`config.mk`:
```
export PLATFORM = sky130hd
export DESIGN_NAME = riscv_core_div_unit
export DESIGN_NICKNAME = d
export VERILOG_FILES = /design/src/rtl/riscv_core_div_unit.sv
export SDC_FILE = /design/constraint.sdc
export NUM_CORES = 1
export LEC_CHECK = 0
export ABC_CLOCK_PERIOD_IN_PS = 3900
export CELL_PAD_IN_SITES_DETAIL_PLACEMENT = 1
export CELL_PAD_IN_SITES_GLOBAL_PLACEMENT = 2
export CORE_UTILIZATION = 25
export DETAILED_ROUTE_END_ITERATION = 10
export PLACE_DENSITY_LB_ADDON = 0.08
export SYNTH_ARGS = -nofsm -noshare
export SYNTH_HDL_FRONTEND = slang
export SYNTH_SLANG_ARGS = --single-unit
```
`constraint.sdc`:
```
create_clock -name i_non_restoring_clk -period 3.9 [get_ports i_non_restoring_clk]
set_input_delay 0.585 -clock i_non_restoring_clk [delete_from_list [all_inputs] [get_ports i_non_restoring_clk]]
set_output_delay 0.585 -clock i_non_restoring_clk [all_outputs]
set_load 0.005 [all_outputs]
```
`src/rtl/riscv_core_div_unit.sv`:
```
// RV32M/RV64M divide/remainder sequencer around an external unsigned divider core.
// Optional result reuse of the last core result is enabled by defining RISCV_DIV_RESULT_REUSE_EN.
module riscv_core_div_unit #(
    parameter int unsigned XLEN = 32
) (
    input  logic            i_non_restoring_clk,
    input  logic            i_non_restoring_rstn,
    input  logic            i_div_valid,
    output logic            o_div_ready,
    input  logic [1:0]      i_div_op,
    input  logic [XLEN-1:0] i_div_rs1,
    input  logic [XLEN-1:0] i_div_rs2,
    input  logic [4:0]      i_div_rd,
    input  logic            i_div_flush,
    output logic            o_div_valid,
    output logic [XLEN-1:0] o_div_result,
    output logic [4:0]      o_div_rd,
    input  logic            i_div_result_ready,
    output logic            o_nr_en,
    output logic [XLEN-1:0] o_nr_dividend,
    output logic [XLEN-1:0] o_nr_divisor,
    input  logic            i_nr_done,
    input  logic [XLEN-1:0] i_nr_quotient,
    input  logic [XLEN-1:0] i_nr_remainder
);

    localparam logic [XLEN-1:0] MinVal = {1'b1, {(XLEN-1){1'b0}}};
    localparam logic [XLEN-1:0] One    = {{(XLEN-1){1'b0}}, 1'b1};

    typedef enum logic [2:0] {StIdle, StStart, StWait, StDrain, StResp} state_t;

    state_t          state_q;
    logic [1:0]      op_q;
    logic [XLEN-1:0] rs1_q;
    logic [XLEN-1:0] rs2_q;
    logic [4:0]      rd_q;

    logic            req_signed;
    logic [XLEN-1:0] abs_rs1;
    logic [XLEN-1:0] abs_rs2;
    logic            div_zero;
    logic            overflow;
    logic [XLEN-1:0] special_result;
    logic            op_signed_q;
    logic [XLEN-1:0] quot_signed;
    logic [XLEN-1:0] rem_signed;
    logic            reuse_hit;
    logic [XLEN-1:0] reuse_result;

    // op[0] clear selects the signed variants (DIV, REM); op[1] set selects remainder.
    assign req_signed = ~i_div_op[0];
    assign abs_rs1 = (req_signed && i_div_rs1[XLEN-1]) ? (~i_div_rs1 + One) : i_div_rs1;
    assign abs_rs2 = (req_signed && i_div_rs2[XLEN-1]) ? (~i_div_rs2 + One) : i_div_rs2;
    assign div_zero = (i_div_rs2 == '0);
    assign overflow = req_signed && (i_div_rs1 == MinVal) && (i_div_rs2 == '1);

    always_comb begin
        special_result = '0;
        if (div_zero) begin
            special_result = i_div_op[1] ? i_div_rs1 : '1;
        end else begin
            special_result = i_div_op[1] ? '0 : MinVal;
        end
    end

    assign op_signed_q = ~op_q[0];
    assign quot_signed = (op_signed_q && (rs1_q[XLEN-1] ^ rs2_q[XLEN-1]))
                         ? (~i_nr_quotient + One) : i_nr_quotient;
    assign rem_signed  = (op_signed_q && rs1_q[XLEN-1])
                         ? (~i_nr_remainder + One) : i_nr_remainder;

    assign o_div_ready = (state_q == StIdle) && !i_div_flush;

`ifdef RISCV_DIV_RESULT_REUSE_EN
    logic [XLEN-1:0] reuse_rs1_q;
    logic [XLEN-1:0] reuse_rs2_q;
    logic            reuse_signed_q;
    logic [XLEN-1:0] reuse_quot_q;
    logic [XLEN-1:0] reuse_rem_q;
    logic            reuse_valid_q;

    assign reuse_hit = reuse_valid_q && (reuse_rs1_q == i_div_rs1) &&
                       (reuse_rs2_q == i_div_rs2) && (reuse_signed_q == req_signed);
    assign reuse_result = i_div_op[1] ? reuse_rem_q : reuse_quot_q;

    always_ff @(posedge i_non_restoring_clk or negedge i_non_restoring_rstn) begin
        if (!i_non_restoring_rstn) begin
            reuse_rs1_q    <= '0;
            reuse_rs2_q    <= '0;
            reuse_signed_q <= 1'b0;
            reuse_quot_q   <= '0;
            reuse_rem_q    <= '0;
            reuse_valid_q  <= 1'b0;
        end else if (state_q == StWait && i_nr_done && !i_div_flush) begin
            reuse_rs1_q    <= rs1_q;
            reuse_rs2_q    <= rs2_q;
            reuse_signed_q <= op_signed_q;
            reuse_quot_q   <= quot_signed;
            reuse_rem_q    <= rem_signed;
            reuse_valid_q  <= 1'b1;
        end
    end
`else
    assign reuse_hit    = 1'b0;
    assign reuse_result = '0;
`endif

    always_ff @(posedge i_non_restoring_clk or negedge i_non_restoring_rstn) begin
        if (!i_non_restoring_rstn) begin
            state_q       <= StIdle;
            op_q          <= '0;
            rs1_q         <= '0;
            rs2_q         <= '0;
            rd_q          <= '0;
            o_div_valid   <= 1'b0;
            o_div_result  <= '0;
            o_div_rd      <= '0;
            o_nr_en       <= 1'b0;
            o_nr_dividend <= '0;
            o_nr_divisor  <= '0;
        end else begin
            unique case (state_q)
                StIdle: begin
                    if (i_div_valid && o_div_ready) begin
                        op_q  <= i_div_op;
                        rs1_q <= i_div_rs1;
                        rs2_q <= i_div_rs2;
                        rd_q  <= i_div_rd;
                        if (div_zero || overflow) begin
                            state_q      <= StResp;
                            o_div_valid  <= 1'b1;
                            o_div_result <= special_result;
                            o_div_rd     <= i_div_rd;
                        end else if (reuse_hit) begin
                            state_q      <= StResp;
                            o_div_valid  <= 1'b1;
                            o_div_result <= reuse_result;
                            o_div_rd     <= i_div_rd;
                        end else begin
                            state_q       <= StStart;
                            o_nr_en       <= 1'b1;
                            o_nr_dividend <= abs_rs1;
                            o_nr_divisor  <= abs_rs2;
                        end
                    end
                end
                StStart: begin
                    o_nr_en <= 1'b0;
                    state_q <= i_div_flush ? StDrain : StWait;
                end
                StWait: begin
                    // A flush coinciding with done has nothing left to drain.
                    if (i_div_flush) begin
                        state_q <= i_nr_done ? StIdle : StDrain;
                    end else if (i_nr_done) begin
                        state_q      <= StResp;
                        o_div_valid  <= 1'b1;
                        o_div_result <= op_q[1] ? rem_signed : quot_signed;
                        o_div_rd     <= rd_q;
                    end
                end
                StDrain: begin
                    if (i_nr_done) begin
                        state_q <= StIdle;
                    end
                end
                StResp: begin
                    if (i_div_flush || i_div_result_ready) begin
                        state_q      <= StIdle;
                        o_div_valid  <= 1'b0;
                        o_div_result <= '0;
                        o_div_rd     <= '0;
                    end
                end
                default: state_q <= StIdle;
            endcase
        end
    end

endmodule

```
# ---- After elaboration in Yosys (flattened, before gate mapping)
# Cells that the tools add are included.
dict set report totals {
  ff_bits 177
  out_inout_bits 104
}
dict set report classes {
  n_addsub 4
  n_eq_ne 14
  mux 38
  bitwise_logic 8
  n_reduce_logical 20
}
# cell count
set ops {}
lappend ops {{32-bit 2-to-1 mux} 13}
lappend ops {{32-bit by 1-bit adder with 32-bit output (second input constant)} 4}
lappend ops {{32-bit NOT} 4}
lappend ops {{32-bit case mux with 3 select lines} 1}
lappend ops {{32-bit == test (second input constant)} 2}
lappend ops {{32-bit logical NOT} 1}
lappend ops {{5-bit 2-to-1 mux} 5}
lappend ops {{3-bit 2-to-1 mux} 6}
lappend ops {{3-bit case mux with 5 select lines} 1}
lappend ops {{5-bit case mux with 3 select lines} 1}
lappend ops {{2-bit inequality test (second input constant)} 5}
lappend ops {{1-bit logical AND} 8}
lappend ops {{1-bit 2-to-1 mux} 8}
lappend ops {{3-bit by 2-bit == test with 1-bit output (second input constant)} 2}
lappend ops {{3-bit AND reduction} 2}
lappend ops {{6-bit AND reduction} 1}
lappend ops {{2-bit by 1-bit inequality test with 1-bit output (second input constant)} 2}
lappend ops {{4-bit AND reduction} 1}
lappend ops {{3-bit by 1-bit == test with 1-bit output (second input constant)} 1}
lappend ops {{3-bit == test (second input constant)} 1}
lappend ops {{3-bit logical NOT} 1}
lappend ops {{3-bit inequality test (second input constant)} 1}
lappend ops {{1-bit NOT} 3}
lappend ops {{1-bit case mux with 3 select lines} 1}
lappend ops {{8 further kinds} 9}

# ---- Depth between registers and ports, before layout
# Gate-level depths: netlist of the first run.
dict set report depth {
  word_depth 7
  ltp_mapped 11
  mapped_depth_nobuf 8
}

# ---- Worst setup path before layout of the first run
# OpenSTA, ideal clock, no wires.
dict set report synth_path {
  path_type {input to register}
  start {input i_div_rs2[6]}
  end {register o_div_valid}
  setup_time_ns 0.128
  arrival_ns 2.704
  required_ns 3.772
  setup_slack_ns 1.069
  stages 8
  n_path_buf 2
  cell_sequence {or4_4 nor4_4 nand4_2 o32ai_4 or2_1 buf_4 buf_8 mux2_1}
}
dict set report synth_via {
  elab_chain_len 5
  elab_cells_between_ends 6
  cone_classes {eq/ne (2); reduce/logical (4)}
}
# item line
set synth_lines {}
lappend synth_lines {{start, declared} 12} ;# input logic [XLEN-1:0] i_div_rs2,
lappend synth_lines {{32-bit == test} 55} ;# assign overflow = req_signed && (i_div_rs1 == MinVal) && (i_div_rs2 == '1);
lappend synth_lines {{1-bit logical AND} 55}
lappend synth_lines {{1-bit logical OR *} 129} ;# if (div_zero || overflow) begin
lappend synth_lines {{2-bit by 1-bit inequality test with 1-bit output (no line) *} -}
lappend synth_lines {{6-bit AND reduction (no line) *} -}
lappend synth_lines {{end signal, assigned} 131} ;# o_div_valid <= 1'b1;
lappend synth_lines {{end signal, assigned} 136} ;# o_div_valid <= 1'b1;
lappend synth_lines {{end signal, assigned} 157} ;# o_div_valid <= 1'b1;
lappend synth_lines {{end, declared} 15} ;# output logic o_div_valid,
# Mark *: on every way between the ends. The rest lies on a longest branch, timed or not.
# A chain may end at the register's enable or synchronous reset.

# ---- Final worst setup path of the first run
dict set report layout_path {
  start {input i_div_rs2[6]}
  end {register o_div_result[6]}
}
dict set report layout_via {
  elab_chain_len 5
  elab_cells_between_ends 10
  cone_classes {eq/ne (2); mux (4); reduce/logical (4)}
}
# item line
set layout_lines {}
lappend layout_lines {{32-bit logical NOT or 32-bit == test (tied branches)} {54, 55}}
lappend layout_lines {{32-bit 2-to-1 mux or 1-bit logical AND (tied branches)} {59, 55}}
lappend layout_lines {{32-bit 2-to-1 mux or 1-bit logical OR (tied branches)} 129}
lappend layout_lines {{32-bit 2-to-1 mux or 2-bit by 1-bit inequality test with 1-bit output (tied branches)} -}
lappend layout_lines {{32-bit case mux with 3 select lines or 6-bit AND reduction (tied branches)} -}
lappend layout_lines {{end signal, assigned} 132} ;# o_div_result <= special_result;
lappend layout_lines {{end signal, assigned} 137} ;# o_div_result <= reuse_result;
lappend layout_lines {{end signal, assigned} 158} ;# o_div_result <= op_q[1] ? rem_signed : quot_signed;
lappend layout_lines {{end, declared} 16} ;# output logic [XLEN-1:0] o_div_result,
# Several ways; a longest one is shown, not always the timed one. The select of a mux whose other input is x is not followed.

==> results.ini, run 1 <==
[clock_network]
tritoncts = built
cts.sinks = 115
htreeDepth = 4
postCtsHoldBufs = 0
clockBufferDepth = 2
cts_setup_buffers = 0
numCtsBuffers = 17
cts_resized = 0
clk_latency_ns = 0.42
cts.reportedPaths.clkPinSlew_ns = 0.07
cts-root-buf = clkbuf_16

[placed_design]
gp_congestion = 0.799
dp_hpwl_mm = 26.0
placed_area_um2 = 11100
port_buffers = 244
post-place-ws_ns = 0.266

[global_route]
grtUsageTotal_pct = 20.2
grt_overflow = 0
grt_pass1_vias = 8111
grt_max_degree = 55
grt_pass1_wl_mm = 50.5
antenna_found_initial = 3

[pwr]
pwr-share-comb_pct = 50.9
p_leak_nw = 4.49
switchingPower_w = 0.00282
powerDensity_nw_per_um2 = 659
p_seq_share_pct = 29.1
swShare_pct = 36.6
p_total_w = 0.00771
ir_worst_vdd_uv = 310
clkPwrFrac_pct = 20.0
internal-power_w = 0.00488

[sta]
setup_viol = 0
drv_slew = 0
fin_skew_ns = 0.0134
min_period_ns = 3.17
rsz0062_at_grt = no
finalSetupTns_ns = 0
relSlewSlack_pct = 27.9
min_period_over_period_pct = 81.2
timing.fmax_ghz = 0.316
final.setup.worst_slack_ns = 0.734
worstMarginPinSlew_ns = 1.08
hold_viol_final = 0

[route]
wl_per_cell_um = 21.3
route.vias.total = 7856
initialDrtViolationCount = 294
vias_per_cell = 5.07
drt-pass1-iter-count = 4
drc_errors = 0
wirelength_mm = 33.1
ant_nets = 0

[yosys]
yosysWarnings = 0
syn_nets = 1028
synth_flop_cell = dfrtp_1
synthCells = 882
syn_avg_cell_area_um2 = 9.16
synth.distinct_cells = 63
synth_edf_count = 0
async_reset_ff_share_pct = 100
ys_ff_latch = 115
netlist_area_um2 = 8080
ys_seq_area_share_pct = 35.6

[floorplan]
core-area_um2 = 31600
dieArea_um2 = 33000
rows = 65
initial_utilization_pct = 25.5
die_w_um = 182
ios = 245
die_y_um = 182

[setup_path]
r2r_end = o_nr_divisor[28]
crit_slowest_cell = or4_4
critPathCaptureType = register
arrival_ns = 3.50
critPathLaunchType = primary input
r2r_start = state_q[0]
rrSetupSlack_ns = 1.32
path_cells = clkdlybuf4s50_1, or4_4, nor4_4, buf_4, nand4_1, nor2_1, o21ai_0, a31oi_1
crit_required_ns = 4.24
criticalPathCategory = in -> reg
crit_fanout = 7
max_stage_delay_ns = 0.63
rr_worst_depth = 6

[min_path]
hold_path_class = in -> async

[finish]
finalNetCount = 1279
fin_area_um2 = 11700
multi_input_area_um2 = 4880
syn_to_final_growth_pct = 44.9
seq_area_um2 = 2880
final_util_pct = 37.0
nFillCells = 3630
drive_gt1_share_pct = 14.3

[outcome]
status = finished clean

[job]
cap_violations = 0

==> critical path: cells and delay by family <==
| kind | cells | cell delay, ns |
|---|---|---|
| AOI/OAI and AO/OA | 2 | 0.45 |
| buffers and inverters | 2 | 0.74 |
| and+or+nand+nor | 4 | 1.72 |
==> area by class of cell <==
type,count,share of cell area (%)
diodes,3,0.0642
flip-flops and latches,115,24.6
clock inverters,14,1.23
well taps,402,4.30
inverters,28,0.898
repair buffers,283,23.6
multi-input cells,688,41.7
clock buffers,18,3.67
==> registers in the layout (all words and copies together) (netlist names) <==
register,cells
rs1_q,1
state_q,3
op_q,2
o_nr_en,1
o_nr_dividend,32
rd_q,5
o_nr_divisor,32
o_div_result,32
o_div_rd,5
o_div_valid,1
rs2_q,1
==> cells in the mapped netlist (2+ instances only) <==
cell type / number / area [um2]
dfrtp_1: 115 / 2880
mux2_2: 78 / 878
nor2_1: 75 / 282
nor3_1: 57 / 285
xor2_1: 57 / 499
a21oi_1: 54 / 270
xnor2_1: 53 / 464
o21ai_0: 40 / 200
clkbuf_1: 38 / 143
a31oi_1: 35 / 219
nand2_1: 33 / 124
inv_1: 27 / 101
nor4_1: 21 / 131
or4_1: 16 / 120
a41oi_1: 14 / 123
nand4_1: 14 / 87.6
nand2b_1: 13 / 81.3
a22oi_1: 10 / 75.1
nand3_1: 9 / 45.0
or3_1: 9 / 56.3
nor2b_1: 8 / 50.1
o211ai_1: 8 / 60.1
o22ai_1: 7 / 43.8
a22o_1: 6 / 52.6
o41ai_1: 6 / 52.6
buf_6: 5 / 56.3
ha_1: 5 / 62.6
mux2_1: 5 / 56.3
mux2i_1: 5 / 50.1
nor3b_1: 5 / 37.5
o31ai_1: 5 / 37.5
and2_1: 4 / 25.0
and4_1: 4 / 35.0
o31a_1: 4 / 35.0
buf_1: 3 / 11.3
a2111oi_0: 2 / 17.5
a211oi_1: 2 / 15.0
and3_1: 2 / 12.5
buf_2: 2 / 10.0
nor4_4: 2 / 42.5
nor4bb_1: 2 / 20.0
==> metrics by stage <==
| step | hold slack (ns) | cells |
|---|---|---|
| after floorplan | 0.289 | 882 |
| after global placement | 0.468 | 1516 |
| after detailed placement | 0.479 | 1516 |
| after CTS | 0.253 | 1548 |
| after global routing | 0.269 | 1549 |
| final | 0.226 | 1551 |
==> routing by layer <==
metal  GRT usage [%]  up-vias  share of wire (%)
met2            32.4      176                 46
met4            3.73        0               0.93
met5               0        -                  0
met1            28.6     3891                 49
met3            3.39       17                4.2
li1                -     3772                  -
==> power groups by stage <==
stage	Combinational (W)	Clock [W]	Sequential (W)
after floorplan	0.00208	0	0.00213
after global placement	0.00393	0	0.00226
after detailed placement	0.00397	0	0.00226
after CTS	0.00399	0.00159	0.00225
after global routing	0.00429	0.00163	0.00233
final	0.00392	0.00154	0.00225
==> logic make-up (layout without fill, tap and decap cells) <==
| group | after synthesis | in the layout | share of synthesized area (%) |
|---|---|---|---|
| buffers and inverters | 79 | 343 | 4.37 |
| xor gates and xnor gates | 110 | 110 | 11.9 |
| other | 0 | 3 | 0 |
| and+or+nand+nor | 284 | 284 | 19.1 |
| DFF | 115 | 115 | 35.6 |
| muxes | 88 | 88 | 12.2 |
| AOI/OAI and AO/OA | 201 | 201 | 16.0 |
| adders and majority gates | 5 | 5 | 0.775 |
==> layout by cell type, fill, tap and decap left out, drive strengths merged, types with 15 or more instances in the layout <==
| master | n |
|---|---|
| clkdlybuf4s50 | 243 |
| dfrtp | 115 |
| mux2 | 83 |
| nor2 | 75 |
| nor3 | 58 |
| xor2 | 57 |
| a21oi | 54 |
| xnor2 | 53 |
| o21ai | 40 |
| buf | 40 |
| a31oi | 35 |
| inv | 34 |
| nand2 | 33 |
| nor4 | 24 |
| clkbuf | 18 |
| or4 | 17 |
| nand4 | 15 |
==> worst max-delay path by stage <==
stage                 startpoint               end  slack, ns
detailed placement  i_div_rs2[6]  o_div_result[20]       0.27
global placement    i_div_rs2[6]   o_div_result[6]       0.26
finish              i_div_rs2[6]   o_div_result[6]       0.73
CTS                 i_div_rs2[6]  o_div_result[20]       0.71
global route        i_div_rs2[6]   o_div_result[6]       0.50
floorplan           i_div_rs2[6]       o_div_valid       1.07
Note: power is estimated with default switching activity, not from simulation.
==> run 2: changes to the inputs <==
--- a/config.mk
+++ b/config.mk
@@ -5,7 +5,7 @@
 export SDC_FILE = /design/constraint.sdc
 export NUM_CORES = 1
 export LEC_CHECK = 0
-export ABC_CLOCK_PERIOD_IN_PS = 3900
+export ABC_CLOCK_PERIOD_IN_PS = 3200
 export CELL_PAD_IN_SITES_DETAIL_PLACEMENT = 1
 export CELL_PAD_IN_SITES_GLOBAL_PLACEMENT = 2
 export CORE_UTILIZATION = 25
==> constraint.sdc (replaced) <==
create_clock -name i_non_restoring_clk -period 3.2 [get_ports i_non_restoring_clk]
set_input_delay 0.48 -clock i_non_restoring_clk [delete_from_list [all_inputs] [get_ports i_non_restoring_clk]]
set_output_delay 0.48 -clock i_non_restoring_clk [all_outputs]
set_load 0.005 [all_outputs]
==> run 2 against run 1 <==
Against the previous run: clock power up 31%; sequential power up 23%; first-iteration DRC count up 26%; global-route usage up 1.0 points; final cell count up 3.5%; utilization up 1.6 points; worst hold slack worse by 0.092 ns; clock skew down 0.0031 ns; non-clock buffer count up 57; critical path depth up 2; routed wire length up 3.5%; register-to-register slack worse by 0.70 ns; critical endpoint is now o_nr_divisor[21]; largest power group unchanged.
==> results.ini, run 2 (same netlist as run 1, synthesis figures left out) <==
[outcome]
status = finished clean

[setup_path]
critPathCaptureType = register
crit_slowest_cell = clkdlybuf4s50_1
path_cells = clkdlybuf4s50_1, inv_1, ha_1, nor3b_1, and4_1, nand3_1, nor2_1, nor3b_2, buf_4, mux2_2
max_stage_delay_ns = 0.49
crit_fanout = 21
crit_required_ns = 3.51
arrival_ns = 3.15
criticalPathCategory = in -> reg
critPathLaunchType = primary input

[route]
initialDrtViolationCount = 369
wirelength_mm = 34.2
drc_errors = 0
ant_nets = 0
vias_per_cell = 5.01
drt-pass1-iter-count = 4
wl_per_cell_um = 21.3
route.vias.total = 8042

[sta]
min_period_ns = 2.84
timing.fmax_ghz = 0.352
worstMarginPinSlew_ns = 0.882
relSlewSlack_pct = 41.1
fin_skew_ns = 0.0104
drv_slew = 0
rsz0062_at_grt = no
setup_viol = 0
min_period_over_period_pct = 88.7
hold_viol_final = 0

[floorplan]
initial_utilization_pct = 25.5
rows = 65
core-area_um2 = 31600
ios = 245
dieArea_um2 = 33000
die_y_um = 182
die_w_um = 182

[finish]
top_regs = o_div_result (32), o_nr_dividend (32), o_nr_divisor (32)
syn_to_final_growth_pct = 51.0
layout_commonest_cell = clkdlybuf4s50_1
finalNetCount = 1336
layout_common_cells = clkdlybuf4s50_1 (243), dfrtp_1 (115), buf_4 (92), mux2_2 (78), nor2_1 (75)
final_util_pct = 38.5
fin_cells = 1606
drive_gt1_share_pct = 18.4

[clock_network]
cts_setup_buffers = 0
postCtsHoldBufs = 0
cts.sinks = 115
cts.reportedPaths.clkPinSlew_ns = 0.06
numCtsBuffers = 17
clk_latency_ns = 0.43
clockBufferDepth = 2
htreeDepth = 4
cts-root-buf = clkbuf_16
cts_resized = 0
tritoncts = built

[global_route]
grt_max_degree = 57
grt_overflow = 0
grt_pass1_vias = 8590
grt_pass1_wl_mm = 53.1
antenna_found_initial = 2
grtUsageTotal_pct = 21.3

[placed_design]
port_buffers = 244
dp_cells = 1573
gp_congestion = 0.815
dp_hpwl_mm = 27.4

[pwr]
p_total_w = 0.00971
powerDensity_nw_per_um2 = 797
p_leak_nw = 4.79
ir_worst_vdd_uv = 380

[min_path]
hold_path_class = in -> async

[job]
cap_violations = 0

run 2: changes by cell type in the layout (fill, tap and decap cells not counted), sizes merged:
cell / before / now
clkinvlp: 2 / 4
clkbuf: 18 / 17
inv: 34 / 32
bufinv: 1 / 3
diode: 3 / 2
clkinv: 5 / 3
buf: 40 / 97
run 2: final timing paths:
check / depth (start not counted) / endpoint / slack (ns) / start
max: 10 / o_nr_divisor[21] / 0.36 / i_div_rs1[0]
min: 1 / o_div_rd[2] / 0.13 / i_non_restoring_rstn
max reg2reg: 5 / o_nr_divisor[21] / 0.62 / state_q[1]
min reg2reg: 1 / o_div_result[2] / 0.49 / o_div_result[2]
max in group asynchronous: 2 / o_nr_dividend[28] / 2.25 / i_non_restoring_rstn
min in group i_non_restoring_clk: 1 / o_div_result[2] / 0.49 / o_div_result[2]
run 2: per-layer routing:
metal  track usage [%]  part of all wire (%)
met1              30.1                    49
met2              33.6                    46
met3              3.75                   4.0
met4              4.37                  0.99
met5                 0                     0
run 2: layout make-up:
class	instances	area, um2
antenna	2	5.00
clock buffer	17	425
clock inverter	14	178
fill	3602	19400
inverter	28	105
multi-input combinational	688	4880
sequential	115	2880
tap	402	503
timing repair buffer	340	3220
run 2: where the power goes:
part | total, W | internal [W] | switching, W | leakage [nW]
registers | 0.00277 | 0.00219 | 0.000574 | 1.39
clock network | 0.00202 | 0.00123 | 0.000791 | 0.283
logic | 0.00492 | 0.00279 | 0.00214 | 3.12
total | 0.00971 | 0.00621 | 0.00350 | 4.79
run 2: worst max-delay path, delay by kind of cell:
family	cells	cell delay [ns]
simple gates	5	1.12
buf+inv	3	0.93
fa+ha+maj	1	0.22
mux	1	0.38
run 2: metrics by stage:
stage               setup WS, ns  TNS, ns  cell area, um2  hold WS, ns
floorplan                  0.474        0            8080        0.184
global placement          0.0419        0           11600        0.467
detailed placement       -0.0495   -0.847           11600        0.477
CTS                        0.389        0           12200        0.157
global route               0.186        0           12200        0.181
finish                     0.360        0           12200        0.133
==> run 3: changes to the inputs <==
--- a/config.mk
+++ b/config.mk
@@ -8,7 +8,9 @@
 export ABC_CLOCK_PERIOD_IN_PS = 3200
 export CELL_PAD_IN_SITES_DETAIL_PLACEMENT = 1
 export CELL_PAD_IN_SITES_GLOBAL_PLACEMENT = 2
+export CORE_MARGIN = 1.5
 export CORE_UTILIZATION = 25
+export CTS_CLUSTER_DIAMETER = 200
 export DETAILED_ROUTE_END_ITERATION = 10
 export PLACE_DENSITY_LB_ADDON = 0.08
 export SYNTH_ARGS = -nofsm -noshare
==> run 3 against run 2 <==
Against the previous run: via count grew 0.65%; utilization grew 0.29 points; design area grew 0.76%; global-route usage shrank 0.72 points; setup slack gained 0.077 ns; highest routed layer unchanged; combinational power is essentially flat; clock skew is essentially flat; sequential cell count is the same; fmax grew 2.8%; die area grew 1.1%; power shrank 0.30%; largest power group unchanged; largest cell class unchanged.
==> results.ini, run 3 (same netlist as run 1, synthesis figures left out) <==
[sta]
setup_viol = 0
fin_skew_ns = 0.0106
worstMarginPinSlew_ns = 0.882
min_period_over_period_pct = 86.3
hold_viol_final = 0
drv_slew = 0
final.setup.worst_slack_ns = 0.437
relSlewSlack_pct = 41.1
min_period_ns = 2.76
rsz0062_at_grt = no
timing.fmax_ghz = 0.362

[job]
cap_violations = 0

[floorplan]
die_y_um = 183
initial_utilization_pct = 25.5
die_w_um = 183
core-area_um2 = 31600
ios = 245
dieArea_um2 = 33400
rows = 65

[pwr]
p_seq_share_pct = 28.5
clkPwrFrac_pct = 20.4
p_leak_nw = 4.86
switchingPower_w = 0.00351
pwr-share-comb_pct = 51.1
internal-power_w = 0.00618
swShare_pct = 36.2
ir_worst_vdd_uv = 385
p_total_w = 0.00968
powerDensity_nw_per_um2 = 788

[global_route]
grt_max_degree = 43
grtUsageTotal_pct = 20.5
grt_overflow = 0
grt_pass1_wl_mm = 51.8
antenna_found_initial = 0
grt_pass1_vias = 8530

[setup_path]
critPathLaunchType = primary input
arrival_ns = 3.07
rrSetupSlack_ns = 0.77
critPathCaptureType = register
criticalPathCategory = in -> reg
crit_required_ns = 3.50
crit_fanout = 36

[placed_design]
port_buffers = 244
post-place-ws_ns = -0.00866
placed_area_um2 = 11700
dp_hpwl_mm = 27.4
gp_congestion = 0.835

[clock_network]
cts.sinks = 115
cts_setup_buffers = 0
clockBufferDepth = 2
postCtsHoldBufs = 0
cts-root-buf = clkbuf_16
tritoncts = built
cts.reportedPaths.clkPinSlew_ns = 0.06
cts_resized = 0
numCtsBuffers = 17
htreeDepth = 4
clk_latency_ns = 0.42

[route]
wl_per_cell_um = 21.0
drc_errors = 0
initialDrtViolationCount = 372
drt-pass1-iter-count = 4
route.vias.total = 8094
wirelength_mm = 34.0
vias_per_cell = 5.01
ant_nets = 0

[finish]
finalNetCount = 1347
layout_commonest_cell = clkdlybuf4s50_1
syn_to_final_growth_pct = 52.1
top_regs = o_div_result (32), o_nr_dividend (32), o_nr_divisor (32)
nFillCells = 3600
drive_gt1_share_pct = 19.1
fin_area_um2 = 12300
layout_common_cells = clkdlybuf4s50_1 (243), dfrtp_1 (115), buf_4 (101), mux2_2 (78), nor2_1 (75)

[min_path]
hold_path_class = in -> async

[outcome]
status = finished clean

run 3: metal layers:
layer | GRT usage [%] | part of all wire [%] | vias to the layer above
met2 | 33.3 | 46 | 186
met3 | 3.19 | 3.9 | 20
met4 | 3.90 | 0.99 | 0
li1 | - | - | 3888
met5 | 0 | 0 | -
met1 | 28.9 | 49 | 4000
run 3: final cells by class:
cell class	count	area, um2	share of cell area, %
tap	402	503	4.09
sequential	115	2880	23.4
antenna	1	2.50	0.0204
clock buffer	17	425	3.46
inverter	28	105	0.855
multi-input combinational	688	4870	39.6
timing repair buffer	351	3330	27.1
clock inverter	15	170	1.39
run 3: path summary, 6_finish.rpt:
check                                             from           endpoint  depth (start not counted)
min in group i_non_restoring_clk       o_div_result[2]    o_div_result[2]                          1
max                                       i_div_rs1[1]   o_nr_divisor[25]                         12
min                               i_non_restoring_rstn        o_div_rd[2]                          1
min reg2reg                            o_div_result[2]    o_div_result[2]                          1
max reg2reg                                 state_q[2]   o_nr_divisor[25]                          6
max in group asynchronous         i_non_restoring_rstn  o_nr_dividend[24]                          2
run 3: metrics by stage:
stage               std cells  hold WS [ns]  setup TNS [ns]  util (%)
floorplan                 882         0.184               0         -
global placement         1584         0.471               0      36.9
detailed placement       1584         0.477         -0.0198      36.9
CTS                      1616        0.0541               0      38.8
global route             1616        0.0695               0      38.8
finish                   1617        0.0389               0      38.8
run 3: critical path, cell delays in order:
cell             delay (ns)
clkdlybuf4s50_1        0.48
inv_1                  0.06
ha_1                   0.19
nor3b_1                0.14
buf_4                  0.16
and4_1                 0.16
nand3_1                0.14
buf_4                  0.16
nor2_1                 0.05
nor3b_2                0.37
buf_12                 0.29
mux2_2                 0.37
run 3: power groups by stage:
stage / registers (W) / clock network [W] / logic [W]
after global routing: 0.00287 / 0.00208 / 0.00538
final: 0.00276 / 0.00197 / 0.00495
after floorplan: 0.00260 / 0 / 0.00253
after detailed placement: 0.00279 / 0 / 0.00500
after global placement: 0.00278 / 0 / 0.00493
after CTS: 0.00278 / 0.00202 / 0.00502
